<file path="src/rtl/jt49_frame_player_if.sv">
// Register-bus bundle around jt49_frame_player: stream bytes in, CPU bus in, jt49 bus out.
// Latency: wiring only, no logic.
// Backpressure: s_valid/s_ready handshake on the stream; the CPU and PSG sides have no flow control.
// Ports (signals):
//   s_data/s_valid/s_ready                  byte stream from the dump player
//   cpu_cs_n/cpu_wr_n/cpu_addr/cpu_din      CPU register bus (active-low strobes)
//   psg_cs_n/psg_wr_n/psg_addr/psg_din      towards the jt49 register inputs
// Modports: slave = frame player side, master = stream source / CPU / jt49 side.
interface jt49_frame_player_if;
    logic [7:0] s_data;
    logic       s_valid;
    logic       s_ready;
    logic       cpu_cs_n;
    logic       cpu_wr_n;
    logic [3:0] cpu_addr;
    logic [7:0] cpu_din;
    logic       psg_cs_n;
    logic       psg_wr_n;
    logic [3:0] psg_addr;
    logic [7:0] psg_din;

    modport slave (
        input  s_data, s_valid, cpu_cs_n, cpu_wr_n, cpu_addr, cpu_din,
        output s_ready, psg_cs_n, psg_wr_n, psg_addr, psg_din
    );

    modport master (
        output s_data, s_valid, cpu_cs_n, cpu_wr_n, cpu_addr, cpu_din,
        input  s_ready, psg_cs_n, psg_wr_n, psg_addr, psg_din
    );
endinterface

</file>
<file path="src/rtl/jt49_frame_player.sv">
// Buffers one PSG register frame from a byte stream and writes it into jt49 on each frame tick.
// Latency: tick -> first wr_n low one cycle later; a frame takes 2*NREGS cycles when uncontended.
// Backpressure: s_ready high only while loading; the CPU always owns the bus, and the player waits for it.
// Ports:
//   clk, rst (sync, active-high), enable (low aborts to IDLE), tick (frame strobe)
//   bus (slave modport): stream in, CPU bus in, registered jt49 bus out
//   busy (writing a frame), frame_done (one-cycle pulse), miss_cnt (saturating missed ticks)
// Option: define JT49_FP_R13SKIP_EN to suppress the reg 13 strobe when its buffered byte is 8'hFF,
//   so the envelope is not restarted; the frame timing does not change.
module jt49_frame_player #(
    parameter int NREGS = 14
) (
    input  logic                 clk,
    input  logic                 rst,
    input  logic                 enable,
    input  logic                 tick,
    jt49_frame_player_if.slave   bus,
    output logic                 busy,
    output logic                 frame_done,
    output logic [7:0]           miss_cnt
);

    localparam logic [3:0] LAST = 4'(NREGS - 1);

    typedef enum logic [2:0] {IDLE, LOAD, ARMED, WR_STB, WR_GAP} state_t;

    state_t     state, state_nxt;
    logic [3:0] idx, idx_nxt;
    logic [7:0] frame_buf [NREGS];
    logic       cs_n_q;
    logic       bus_free;
    logic       buf_we;
    logic       miss;
    logic       done_nxt;
    logic       strobe;
    logic       skip;

    // One idle guard cycle after every CPU access before the player may strobe.
    assign bus_free = bus.cpu_cs_n & cs_n_q;
    assign strobe   = (state == WR_STB) & enable & bus_free;

`ifdef JT49_FP_R13SKIP_EN
    assign skip = (idx == 4'd13) && (frame_buf[idx] == 8'hFF);
`else
    assign skip = 1'b0;
`endif

    assign bus.s_ready = (state == LOAD);
    assign busy        = (state == WR_STB) || (state == WR_GAP);

    always_comb begin
        state_nxt = state;
        idx_nxt   = idx;
        buf_we    = 1'b0;
        miss      = 1'b0;
        done_nxt  = 1'b0;
        if (!enable) begin
            state_nxt = IDLE;
            idx_nxt   = '0;
        end else begin
            case (state)
                IDLE: begin
                    state_nxt = LOAD;
                    idx_nxt   = '0;
                end
                LOAD: begin
                    // A tick here cannot start a frame, even with the final byte.
                    miss = tick;
                    if (bus.s_valid) begin
                        buf_we = 1'b1;
                        if (idx == LAST) begin
                            state_nxt = ARMED;
                            idx_nxt   = '0;
                        end else begin
                            idx_nxt = idx + 4'd1;
                        end
                    end
                end
                ARMED: begin
                    if (tick) state_nxt = WR_STB;
                end
                WR_STB: begin
                    miss = tick;
                    if (bus_free) state_nxt = WR_GAP;
                end
                WR_GAP: begin
                    miss = tick;
                    if (idx == LAST) begin
                        state_nxt = LOAD;
                        idx_nxt   = '0;
                        done_nxt  = 1'b1;
                    end else begin
                        state_nxt = WR_STB;
                        idx_nxt   = idx + 4'd1;
                    end
                end
                default: begin
                    state_nxt = IDLE;
                    idx_nxt   = '0;
                end
            endcase
        end
    end

    always_ff @(posedge clk) begin
        if (rst) begin
            state        <= IDLE;
            idx          <= '0;
            cs_n_q       <= 1'b1;
            frame_done   <= 1'b0;
            miss_cnt     <= '0;
            bus.psg_cs_n <= 1'b1;
            bus.psg_wr_n <= 1'b1;
            bus.psg_addr <= '0;
            bus.psg_din  <= '0;
        end else begin
            state      <= state_nxt;
            idx        <= idx_nxt;
            cs_n_q     <= bus.cpu_cs_n;
            frame_done <= done_nxt;
            if (miss && (miss_cnt != 8'hFF)) begin
                miss_cnt <= miss_cnt + 8'd1;
            end
            if (!bus.cpu_cs_n) begin
                // CPU mirror: reads pass through too, so jt49 sees the CPU cycle unchanged.
                bus.psg_cs_n <= 1'b0;
                bus.psg_wr_n <= bus.cpu_wr_n;
                bus.psg_addr <= bus.cpu_addr;
                bus.psg_din  <= bus.cpu_din;
            end else if (strobe && !skip) begin
                bus.psg_cs_n <= 1'b0;
                bus.psg_wr_n <= 1'b0;
                bus.psg_addr <= idx;
                bus.psg_din  <= frame_buf[idx];
            end else begin
                // Deassert between writes so jt49 sees a fresh wr edge per register.
                bus.psg_cs_n <= 1'b1;
                bus.psg_wr_n <= 1'b1;
            end
        end
    end

    // Frame buffer carries no reset; stale contents are always overwritten before replay.
    always_ff @(posedge clk) begin
        if (buf_we) begin
            frame_buf[idx] <= bus.s_data;
        end
    end

endmodule

</file>
<file path="src/flat_wrapper.sv">
// flat-port wrapper written by rule: the top's interface ports become plain ports
module jt49_frame_player_flat 
#(
    parameter int NREGS = 14
)
  (clk, rst, enable, tick, busy, frame_done, miss_cnt, bus_s_data, bus_s_valid, bus_cpu_cs_n, bus_cpu_wr_n, bus_cpu_addr, bus_cpu_din, bus_s_ready, bus_psg_cs_n, bus_psg_wr_n, bus_psg_addr, bus_psg_din);
  jt49_frame_player_if bus_i ();
  input  logic clk;
  input  logic rst;
  input  logic enable;
  input  logic tick;
  output logic busy;
  output logic frame_done;
  output logic [7:0] miss_cnt;
  input wire logic [$bits(bus_i.s_data)-1:0] bus_s_data;
  input wire logic [$bits(bus_i.s_valid)-1:0] bus_s_valid;
  input wire logic [$bits(bus_i.cpu_cs_n)-1:0] bus_cpu_cs_n;
  input wire logic [$bits(bus_i.cpu_wr_n)-1:0] bus_cpu_wr_n;
  input wire logic [$bits(bus_i.cpu_addr)-1:0] bus_cpu_addr;
  input wire logic [$bits(bus_i.cpu_din)-1:0] bus_cpu_din;
  output wire logic [$bits(bus_i.s_ready)-1:0] bus_s_ready;
  output wire logic [$bits(bus_i.psg_cs_n)-1:0] bus_psg_cs_n;
  output wire logic [$bits(bus_i.psg_wr_n)-1:0] bus_psg_wr_n;
  output wire logic [$bits(bus_i.psg_addr)-1:0] bus_psg_addr;
  output wire logic [$bits(bus_i.psg_din)-1:0] bus_psg_din;
  assign bus_i.s_data = bus_s_data;
  assign bus_i.s_valid = bus_s_valid;
  assign bus_i.cpu_cs_n = bus_cpu_cs_n;
  assign bus_i.cpu_wr_n = bus_cpu_wr_n;
  assign bus_i.cpu_addr = bus_cpu_addr;
  assign bus_i.cpu_din = bus_cpu_din;
  assign bus_s_ready = bus_i.s_ready;
  assign bus_psg_cs_n = bus_i.psg_cs_n;
  assign bus_psg_wr_n = bus_i.psg_wr_n;
  assign bus_psg_addr = bus_i.psg_addr;
  assign bus_psg_din = bus_i.psg_din;
  jt49_frame_player #(.NREGS(NREGS)) u_core (.clk(clk), .rst(rst), .enable(enable), .tick(tick), .bus(bus_i), .busy(busy), .frame_done(frame_done), .miss_cnt(miss_cnt));
endmodule
</file>
<file path="config.mk">
export PLATFORM = sky130hd
export DESIGN_NAME = jt49_frame_player_flat
export DESIGN_NICKNAME = d
export VERILOG_FILES = /design/src/rtl/jt49_frame_player_if.sv /design/src/rtl/jt49_frame_player.sv /design/src/flat_wrapper.sv
export SDC_FILE = /design/constraint.sdc
export NUM_CORES = 1
export LEC_CHECK = 0
export BUFFER_PORTS_ARGS = -buffer_cell sky130_fd_sc_hd__buf_2
export CAP_MARGIN = 15
export CORE_ASPECT_RATIO = 0.6
export CORE_MARGIN = 3
export CORE_UTILIZATION = 62
export CTS_CLUSTER_SIZE = 16
export DETAILED_ROUTE_END_ITERATION = 7
export PLACE_DENSITY_LB_ADDON = 0.3
export SYNTH_ARGS = -nofsm -noshare
export SYNTH_HDL_FRONTEND = slang
export SYNTH_SLANG_ARGS = --single-unit
</file>
<file path="constraint.sdc">
create_clock -name clk -period 3.6 [get_ports clk]
set_input_delay 0.18 -clock clk [delete_from_list [all_inputs] [get_ports clk]]
set_output_delay 0.18 -clock clk [all_outputs]
set_load 0.01 [all_outputs]
</file>
==> summary.md <==
| Metric | Value |
|---|---|
| Outcome | completed |
| Worst VDD drop | 0.4092 mV |
| Resize count post-CTS | 0 |
| Met2 capacity usage during global routing | a little under two fifths |
| Row cnt | 27 |
| Avg Cell Area, Syn | 14.56 um^2 |
| Top Usage Layer GRT | met1 |
| Skew final | 0.005811 ns |
| Worst Tran Pin Value | 1.052 ns |
| Grt total ovfl | 0 |
| Flops & latches, synth | ~150 |
| CTS Sinks | 147 |
| Dpl ws | between 1 and 1.5 ns |
| Mapped cell area | 6042 um^2 |
| H-tree levels | 4 |
| Final non-filler cell total | a little over 600 |
| Post-Route WL | roughly 14000 um |
| Hold WC Path Type | in -> reg |
| CP startpoint kind | flop |
| Top post-synthesis cells by area | edfxtp_1 56%, dfxtp_1 12%, mux4_2 6.3% |
| Share of the synthesized area in the top cell type | 55.66% |
| Core area | approximately 9300 um^2 |
| Synth cell count leaders | 112 x edfxtp_1, 35 x dfxtp_1, 25 x mux2i_1 |
| Buffers added on ports | 51 |
| Post-Place Cells | between 500 and 600 |
| Setup TNS | 0 ns |
| CP arrival | about 2.7 ns |
| GR Util met3 | 7.446% |
| Worst path required time | 3.64 ns |
| Crit end category | flop |
| DR vias | between 3000 and 4000 |
| Mux share of post-synthesis cell area | between 10% and 20% |
| Net Count, Synth | 443 |
| Fin. max-slew vios | 0 |
| Final cell utilization of the core | 74.49% |
| Predominant post-synthesis flop cell | edfxtp_1 |
| Final HPWL DP | 9064 um |
| Sequential fraction of the synthesis area | between 60% and 70% |
| GRT Util Overall | 26.50% |
| Final setup viols | 0 |
| Met1 GRT Util | 38.97% |
| CTS tree | done |
| Die Area | between 10000 and 15000 um^2 |
| Root buf cell | clkbuf_16 |
| Largest net degree at the start of global routing | 44 |
| Final WS setup | about 0.96 ns |
| Fillers | 596 |
| NumNets Final | 495 |
| Remaining DRCs | 0 |
| First-pass GRT wire length | 20860 um |
| Initial antenna violation count | 0 |
| Synth Area in Compound Gates | 9.112% |
| Number of distinct library cells after synthesis | 56 |
| Unrepaired setup endpoints after global routing | false |
| Min cycle time layout | roughly 2.6 ns |
| CTS clk-pin slew, worst paths | 0.06 ns |
| EDFF count, synth | 112 |
| Cell leakage power | roughly 2.3 nW |
| Routed wire per std cell | 22.90 um |
| Synthesized instance count | 415 |
| Largest family of logic cells by synthesized area | multiplexers |
| Synth Area in XOR/XNOR | 0% |
| Area grow syn2layout | 14.95% |
| Final hold violations | 0 |
| Final period util | 73.46% |
| Layout cell share with drive strength beyond 1 | a little under a quarter |
| Cell Pwr Density | 519.5 nW/um^2 |
| Area leader, netlist | edfxtp_1 |
| Most frequent cell after synthesis | edfxtp_1 |
| Vias in the first global route | 3577 |
| Later-pin clock latency in the skew report | ~0.42 ns |
| Crit-path max FO | 11 |
| F_max | 378.1 MHz |
| Die span in y | around 80 um |
| Drt pass-1 iters | 5 |
| Async SR Flop Fraction | 0% |
| Slew HR | 29.27% |
| Simple-gate share of the synthesized area | 9.754% |
| Yosys warns | 0 |
| Starting DRT DRC Count | 671 |
| Number of max-cap violations | 0 |
| Initial core utilization | 64.80% |
| Inserted Diodes | 0 |
| CTS buffer count | 17 |
| Vias per cell | 6.475 |
| Gpl congestion | approximately 0.84 |
| # IOs | 52 |
| Antenna violation net count after detailed routing | 0 |
| Worst Setup Path Type | reg -> reg |
| Deepest clock path buffer count | 2 |
| Die X | 133.4 um |
| Synth Area in Adders | less than 1% |
metal layers:
| layer | up-vias | share of wire, % | wire length [um] |
|---|---|---|---|
| li1 | 1723 | - | - |
| met1 | 1928 | 42 | 5811 |
| met2 | 259 | 45 | 6242 |
| met3 | 33 | 12 | 1626 |
| met4 | 0 | 1.9 | 263 |
| met5 | - | 0 | 0 |
state kept, by name, summed over array words and instances, names as in the netlist, 3 cells and up, named ones only:
register             count
u_core.miss_cnt          8
u_core.bus.psg_din       8
u_core.state             3
u_core.frame_buf       112
u_core.bus.psg_addr      4
u_core.idx               4
logic make-up (layout without fill, tap and decap cells):
kind of cell | Yosys count | in the layout
flops | 147 | 147
buf+inv | 31 | 95
simple gates | 108 | 108
fa+ha+maj | 1 | 1
mux | 46 | 46
compound gates | 82 | 82
worst max-delay path, stage by stage, from the launching register on:
cell and delay, ns:
dfxtp_1 0.53, nand3b_1 0.37, or3_1 0.54, nor2_1 0.81
report_power, final:
group | internal (mW) | leakage, nW | switching [mW]
clock | 1.01 | 0.263 | 0.650
combinational | 0.0379 | 0.699 | 0.0643
sequential | 1.84 | 1.29 | 0.0113
total | 2.88 | 2.25 | 0.726
final cells by class:
type / instances / area [um^2] / area share, %
sequential: 147 / 4065 / 58.53
multi-input combinational: 237 / 1837 / 26.45
inverter: 7 / 26.28 / 0.3783
tap: 130 / 162.7 / 2.342
clock inverter: 10 / 111.4 / 1.603
timing repair buffer: 57 / 302.8 / 4.360
clock buffer: 21 / 440.4 / 6.341
cells in the final DEF (no fill, tap or decap), drive strengths merged, types with 3 or more instances in the layout:
cell	n
edfxtp	112
buf	56
dfxtp	35
mux2i	25
nand2	24
o21ai	22
nor2	22
clkbuf	21
mux4	17
a21oi	15
nand2b	14
nand3b	6
inv	6
clkinv	6
nor3	5
or3	5
nand3	5
o2bb2ai	5
a211oi	5
or3b	5
nor2b	4
and3	4
a21o	4
or4	4
a221oi	4
o22ai	4
a311oi	4
mux2	4
or2	3
o31ai	3
a22oi	3
clkinvlp	3
final timing paths:
kind | start | to | slack, ns | cells after the start
max | u_core.state[0] | u_core.frame_buf[7][2] | 0.96 | 3
min | bus_cpu_addr[0] | u_core.bus.psg_addr[0] | 0.03 | 3
max reg2reg | u_core.state[0] | u_core.frame_buf[7][2] | 0.96 | 3
min reg2reg | u_core.bus.psg_addr[0] | u_core.bus.psg_addr[0] | 0.51 | 2
timing repair:
item / 4_1_cts / 5_1_grt
endpoints found under the hold margin: 1 / 0
hold buffers: 1 / 0
setup buffers: 0 / 0
stage by stage:
stage	power (mW)	hold slack, ns	area (um^2)
global route	3.710	0.03494	6945
detailed placement	1.981	0.3931	6384
global placement	1.977	0.3799	6384
finish	3.608	0.03023	6945
CTS	3.623	0.01948	6945
floorplan	1.926	0.2789	6042
Power figures use the tool's default switching activity.
